File: src/rtl/supersonic.sv
// Ultrasonic echo-width ranger: measures the echo pulse and reports distance in um.
// Optional 2-flop input synchronizers enabled by SUPERSONIC_SYNC_EN.
`timescale 1ns/1ps
module supersonic #(
  parameter int unsigned SPEED_NUM      = 343,
  parameter int unsigned SPEED_DEN      = 100,
  parameter int unsigned TIMEOUT_CYCLES = 1_900_000
) (
  input  logic        clk,
  input  logic        rst_n,
  input  logic        trigger,
  input  logic        echo,
  output logic        valid,
  output logic [31:0] distance
);

  typedef enum logic [2:0] {
    IDLE,
    ARM,
    WAIT_ECHO,
    MEASURE,
    CALC,
    DONE
  } state_t;

  localparam logic [31:0] TO_LAST  = 32'(TIMEOUT_CYCLES - 1);
  localparam logic [31:0] DIST_TO  = 32'hFFFF_FFFF;
  localparam logic [31:0] DIST_MAX = 32'hFFFF_FFFE;

  state_t      state_q, state_d;
  logic [31:0] cnt_q, cnt_d;
  logic [31:0] timer_q, timer_d;
  logic [31:0] dist_d;
  logic        trigger_s, echo_s;
  logic [63:0] prod, quot;

`ifdef SUPERSONIC_SYNC_EN
  logic [1:0] trig_ff, echo_ff;

  // two-flop synchronizers for the sensor-side inputs
  always_ff @(posedge clk or negedge rst_n) begin
    if (!rst_n) begin
      trig_ff <= '0;
      echo_ff <= '0;
    end else begin
      trig_ff <= {trig_ff[0], trigger};
      echo_ff <= {echo_ff[0], echo};
    end
  end

  assign trigger_s = trig_ff[1];
  assign echo_s    = echo_ff[1];
`else
  assign trigger_s = trigger;
  assign echo_s    = echo;
`endif

  // width to distance; wide product so large counts cannot wrap
  assign prod = 64'(cnt_q) * 64'(SPEED_NUM);
  assign quot = prod / 64'(SPEED_DEN);

  assign valid = (state_q == DONE);

  // state and datapath registers
  always_ff @(posedge clk or negedge rst_n) begin
    if (!rst_n) begin
      state_q  <= IDLE;
      cnt_q    <= '0;
      timer_q  <= '0;
      distance <= '0;
    end else begin
      state_q  <= state_d;
      cnt_q    <= cnt_d;
      timer_q  <= timer_d;
      distance <= dist_d;
    end
  end

  // next-state and datapath updates
  always_comb begin
    state_d = state_q;
    cnt_d   = cnt_q;
    timer_d = timer_q;
    dist_d  = distance;
    unique case (state_q)
      IDLE: begin
        if (trigger_s) state_d = ARM;
      end
      ARM: begin
        if (!trigger_s) begin
          if (echo_s) begin
            state_d = MEASURE;
            cnt_d   = 32'd1;
          end else begin
            state_d = WAIT_ECHO;
            timer_d = '0;
          end
        end
      end
      WAIT_ECHO: begin
        if (echo_s) begin
          state_d = MEASURE;
          cnt_d   = 32'd1;
        end else begin
          timer_d = timer_q + 32'd1;
          if (timer_q >= TO_LAST) begin
            state_d = DONE;
            dist_d  = DIST_TO;
          end
        end
      end
      MEASURE: begin
        if (!echo_s) begin
          state_d = CALC;
        end else if (cnt_q >= TO_LAST) begin
          state_d = DONE;
          dist_d  = DIST_TO;
        end else begin
          cnt_d = cnt_q + 32'd1;
        end
      end
      CALC: begin
        state_d = DONE;
        if (quot > 64'(DIST_MAX)) dist_d = DIST_MAX;
        else                      dist_d = quot[31:0];
      end
      DONE: begin
        state_d = IDLE;
      end
      default: begin
        state_d = IDLE;
      end
    endcase
  end

endmodule

File: config.mk
export PLATFORM = sky130hd
export DESIGN_NAME = supersonic
export DESIGN_NICKNAME = d
export VERILOG_FILES = /design/src/rtl/supersonic.sv
export SDC_FILE = /design/constraint.sdc
export NUM_CORES = 1
export LEC_CHECK = 0
export ABC_AREA = 1
export BUFFER_PORTS_ARGS = -buffer_cell sky130_fd_sc_hd__buf_2
export CAP_MARGIN = 10
export CORE_MARGIN = 1
export CORE_UTILIZATION = 70
export CTS_BUF_LIST = sky130_fd_sc_hd__clkbuf_8 sky130_fd_sc_hd__clkbuf_16
export DETAILED_ROUTE_END_ITERATION = 8
export PLACE_DENSITY = 0.87
export SYNTH_ARGS = -nofsm -noshare
export SYNTH_HDL_FRONTEND = slang
export SYNTH_SLANG_ARGS = --single-unit
File: constraint.sdc
create_clock -name clk -period 42.5 [get_ports clk]
set_clock_uncertainty 0.1 [all_clocks]
set_input_delay 8.5 -clock clk [delete_from_list [all_inputs] [get_ports clk]]
set_output_delay 8.5 -clock clk [all_outputs]
set_load 0.03 [all_outputs]
Word level (Yosys, flattened, before mapping) --
Index checks and enable logic that the tools add are counted.
Word-level totals: register bits after elaboration 99, input port bits 4, word-level logic and storage cells 57
Cells by class: add/subtract/negate cells 2, reduce and logical (&&, ||, !) cells 8, div/mod/pow operators 1, $mul 1, $lt $le $gt $ge 3, equal/unequal tests 15, multiplexer cells 23
Operators by type and width (number):
- $mux W32 | 12
- $pmux W32 S3 | 2
- $add A32 B1 Y32 const B | 2
- $div A41 B7 Y64 const B | 1
- $ge A32 B21 Y1 const B | 2
- $gt A64 B32 Y1 const B | 1
- $pmux W32 S2 | 1
- $mul A32 B9 Y41 const B | 1
- $mux W3 | 6
- $ne A2 B2 Y1 const B | 8
- $pmux W3 S5 | 1
- $reduce_and A4 Y1 | 3
- $eq A3 B2 Y1 const B | 2
- $eq A3 B3 Y1 const B | 2
- $ne A3 B3 Y1 const B | 2
- $reduce_bool A3 Y1 | 2
- $reduce_and A5 Y1 | 1
- $eq A3 B1 Y1 const B | 1
- $logic_not A3 Y1 | 1
- $reduce_bool A2 Y1 | 1
- $mux W1 | 1

Longest topological paths before layout --
word-level depth 5, gate-level depth with buffers 206, mapped depth without buffers 205

Worst setup path before layout --
Ideal clock, no wire load.
path type reg2reg, start reg cnt_q[21], end reg distance[26], slack 24.613 ns, cell stages (with the launch flop) 177, data arrival time 17.674 ns, clock period less this slack 17.887 ns, setup time 0.113 ns, buffers on the path 1, data required time 42.287 ns, path through dfrtp_1 > ha_1 > inv_1 > fa_1 > inv_1 > fa_1 > inv_1 > fa_1 > inv_1 > ha_1 > nand2_2 > inv_1 > a21boi_1 > nand2_2 > a21oi_2 > nand2_1 > nand2_1 > nand2_2 > [... 141 more ...] > nand2_2 > nand2_4 > nor2_4 > nand2_4 > nand2_4 > nand2_1 > nand2_1 > nor2_1 > nand2_1 > nand2_1 > nand2_1 > nand2_1 > nand2_2 > nand2_4 > buf_8 > nand3_2 > nand2_1 > inv_1
On the way: cells in the longest elaborated chain, start to end 5, elaborated cells on any way between the ends 8, classes of those cells mul (1); div (1); order compare (2); eq/ne (1); mux (2); reduce/logical (1)
Ends and longest elaborated chain:
- start, declared | line 31 | logic [31:0] cnt_q, cnt_d;
- start signal, assigned | line 73 | cnt_q <= cnt_d;
- $mul A32 B9 Y41 | line 59 | assign prod = 64'(cnt_q) * 64'(SPEED_NUM);
- $div A41 B7 Y64 | line 60 | assign quot = prod / 64'(SPEED_DEN);
- $gt A64 B32 Y1 | line 124 | if (quot > 64'(DIST_MAX)) dist_d = DIST_MAX;
- $mux W32 | line 124
- $pmux W32 S3 | line 85 | unique case (state_q)
- end signal, assigned | line 75 | distance <= dist_d;
- end, declared | line 14 | output logic [31:0] distance
Several ways; a longest one is shown, not always the timed one. A chain may end at the register's enable or synchronous reset.

Worst setup path in the final report --
start reg cnt_q[5], end reg distance[6]
The elaborated chain is that of the path after synthesis.

==> results <==
- The detailed-routing iteration count for the pre-antenna-repair pass is 8.
- The routed wirelength normalized by instance count is roughly 14 um.
- When the netlist entered floorplanning its net count stood at roughly 2900.
- The combinational family with the most area after synthesis is simple AND/OR/NAND/NOR gates.
- The shortest period the worst path allows is 21.09 ns.
- The library cell appearing most often on the critical path is sky130_fd_sc_hd__nand2_2.
- Entering global routing, the biggest net connects 68 pins.
- The synthesized netlist devotes between 40 and 50% of its cell area to simple gates.
- The depth of the worst register-to-register path is about 170.
- The cell area after technology mapping is around 19000 um^2.
- From synthesis to final layout, the design area changed by 4.09%.
- Global routing consumed, over all layers together, roughly a third of the routing resources.
- The final reports fail on DRC.
- Of the cells placed in the final design, the portion with a size suffix greater than 1 is 20.1%.
- The number of global-route vias before repair was approximately 17000.
- The cell type with the highest aggregate area in the netlist is sky130_fd_sc_hd__dfrtp_1.
- 37 I/O pins were placed.
- The die is about 170 um tall.
- The H-tree depth is 3.
- The routing usage on met2 is between 50% and 60%.
- The number of design rule violations left after detail routing is 2.
- Yosys attributes the largest share of cell area to sky130_fd_sc_hd__dfrtp_1, sky130_fd_sc_hd__fa_1, sky130_fd_sc_hd__nand2_1.
- The final layout contains routed wiring with a total length of ~43000 um.
- The total setup violations reported at the end of the flow is 0.
- The sequential-to-total area share from yosys stat is between 10% and 20%.
- Clock tree synthesis found a total of around 100 sinks.
- The detail route stage leaves a number of antenna-violating nets equal to 0.
- Counting flops with a built-in enable in the synthesized netlist gives 0.
- The number of clock buffers inserted by TritonCTS is 9.
- The area enclosed by the die boundary is between 20000 and 30000 um^2.
- At the end of routability-driven placement, the weighted congestion stood at ~1.
- The max-slew violation total from the final report is 0.
- Hold repair after CTS inserted 0 buffers.
- STA classifies the critical path startpoint as a flip-flop.
- The count of maximum capacitance violations is 0.
- The post-synthesis average cell area is around 7.1 um^2.
- The count of mapped cells out of synthesis is between 2000 and 3000.
- After clock tree synthesis, the setup repair step added 0 buffers.
- TritonCTS built the clock tree.
- The clock edge transition at the registers on the reported setup and hold paths is around 0.090 ns.
- Summing the areas of all xor and xnor instances in the mapped netlist gives ~1.8% of the synthesized area.
- The number of gates resized after CTS was 0.
- The share of the synthesized area in the top cell type is a little over an eighth.
- The Yosys warning count is 0.
- By startpoint and endpoint, the worst setup path is classified as reg -> reg.
- The flow ran to the end, but the final reports show violations.
- The number of nets in the layout is about 3000.
- The most used flip-flop cell after synthesis is sky130_fd_sc_hd__dfrtp_1.
- The final cycle utilization of the critical path is approximately half.
- Along the worst hold path, the cell count comes to 1.
- The met3 usage is 3.67%.
- The number of antenna violations at the first check in global routing is 0.
- The first routing iteration left approximately 1300 violations.
- The routed layout has 17000 vias.
- Global routing consumed, on the met1 layer, about two fifths of the routing resources.
- The repair_antennas step left the layout with diodes totalling 0.
- For this run, the number of standard cells in the final layout without fillers is 3013.
- The fraction of synthesis flops using an asynchronous set or reset pin is 100%.
- The number of placed instances, taps included, is 2997.
- STA puts the critical path data arrival time at 21.27 ns.
- The timing-limited maximum frequency is 0.0474 GHz.
- The total overflow left after global routing is 0.
- The number of placement rows is 59.
- The worst path required time is around 43 ns.
- The placed wire-length estimate after detailed placement is about 35000 um.
- The number of distinct standard cells referenced by the synthesized netlist is 68.
- The commonest cells after synthesis are sky130_fd_sc_hd__nand2_1, sky130_fd_sc_hd__inv_1, sky130_fd_sc_hd__nand3_1, sky130_fd_sc_hd__nand2_2, sky130_fd_sc_hd__ha_1.
- The clock reaches the later pin of the worst-skew pair after 0.37 ns.
- The initial core utilization is around 72%.
- The number of I/O port buffers is 36.
- The maximum number of buffers from clock root to sink is 2.
- The sequential cell area is 2480 um^2.
- The cell sitting at the root of the clock tree is a sky130_fd_sc_hd__clkbuf_16.
- The count of fill cells added during filler insertion is just under 2000.
- In this run the worst hold path is classified as reg -> reg.
- Summing the areas of all compound-gate instances in the mapped netlist gives 7.89% of the synthesized area.
- The first global-routing pass estimated 75700 um of wire.
- Synthesis inferred 99 register bits.
- The worst setup path is captured at a flip-flop.
- The hold violation total from the final report is 0.
- In the final timing run, aggregate negative setup slack is 0 ns.
- For this run, the slowest stage of the critical path takes between 0.5 and 0.6 ns.
- After detailed routing, the number of vias per cell comes to around 5.6.
- The largest fanout on the critical path is 30.
- After synthesis, the share of cell area in mux cells is 0%.
- For this design, the slowest cell found on the critical path is sky130_fd_sc_hd__fa_1.
- At the pin with the least slew margin, the transition time is roughly 1.3 ns.
- The combined area of the multi-input logic cells is between 10000 and 15000 um^2.
- After floorplanning, the core was sized to cover approximately 26000 um^2.
- The layer flagged by global routing as most heavily used is met2.
- The die width is approximately 170 um.
- The worst-case headroom to the max-slew limit is between 10% and 20%.
- Setup repair after global routing left no endpoint under its margin.
- By instance count, the leading cell after synthesis is sky130_fd_sc_hd__nand2_1.
- The post-synthesis adder-cell area fraction is between 20% and 30%.
-- logic make-up after synthesis --
family                   Yosys count
AO/OA/AOI/OAI                    258
XOR/XNOR                          38
buffers and inverters            558
flip-flops                        99
AND/OR/NAND/NOR                 1405
adder cells (fa/ha/maj)          280
-- cell type report --
| type | instances | share of cell area [%] |
|---|---|---|
| multi-input cells | 1981 | 71.5 |
| flip-flops and latches | 99 | 12.7 |
| inverters | 542 | 11.0 |
| well taps | 335 | 2.14 |
| clock buffers | 9 | 1.15 |
| repair buffers | 40 | 1.09 |
| clock inverters | 7 | 0.441 |
-- per-stage QoR --
| step | utilization [%] | instance area, um^2 | setup WS (ns) | hold slack (ns) |
|---|---|---|---|---|
| 2_1_floorplan | - | 18800 | 24.61 | 0.356 |
| 3_3_place_gp | 73.5 | 19300 | 22.54 | 0.379 |
| 3_5_place_dp | 73.5 | 19300 | 21.70 | 0.394 |
| 4_1_cts | 74.7 | 19600 | 21.63 | 0.405 |
| 5_1_grt | 74.7 | 19600 | 19.57 | 0.432 |
| 6_report | 74.7 | 19600 | 21.41 | 0.404 |
-- state kept, by name, summed over array words and instances, names as in the netlist --
name	count
timer_q	32
distance	32
state_q	3
cnt_q	32
-- worst max-delay path: cells and delay by family (launching register included) --
family	cells	cell delay (ns)
DFF	1	0.54
adders and majority gates	5	2.15
buffers and inverters	9	0.67
AOI/OAI and AO/OA	4	0.78
and+or+nand+nor	151	16.63
-- layer usage --
layer / wire (um) / up-vias
met2: 21400 / 474
met5: 0 / -
met3: 2000 / 124
li1: - / 8425
met4: 1420 / 0
met1: 18400 / 7934
-- path summary, 6_finish.rpt --
path	start	endpoint	slack, ns
worst max-delay path	cnt_q[5]$_DFFE_PN0P_	distance[6]$_DFFE_PN0P_	21.41
worst min register to register	timer_q[29]$_DFFE_PN0P_	timer_q[29]$_DFFE_PN0P_	0.40
worst max register to register	cnt_q[5]$_DFFE_PN0P_	distance[6]$_DFFE_PN0P_	21.41
worst min-delay path	timer_q[29]$_DFFE_PN0P_	timer_q[29]$_DFFE_PN0P_	0.40
max in group asynchronous	rst_n	distance[16]$_DFFE_PN0P_	33.08
min in group asynchronous	rst_n	cnt_q[29]$_DFFE_PN0P_	7.97
-- cells in the final DEF (no fill, tap or decap), drive strengths merged, types with 4 or more instances in the layout --
cell,netlist,final
xor2,24,24
nand3b,5,5
buf,4,40
a31oi,7,7
o21bai,7,7
nand2,849,849
a21o,5,5
clkbuf,10,9
bufinv,5,5
a21oi,108,108
o211ai,7,7
or4,4,4
inv,526,530
nor4,6,6
ha,165,165
o21ai,98,98
nor3,34,34
dfrtp,99,99
clkinv,11,14
o31ai,4,4
nand4,88,88
xnor2,14,14
nand3,243,243
fa,115,115
nor2,173,173
a31o,6,6
Power is left out: the tool's default activity adds up to more than one toggle a clock period on the data nets, which glitch-free logic cannot reach.
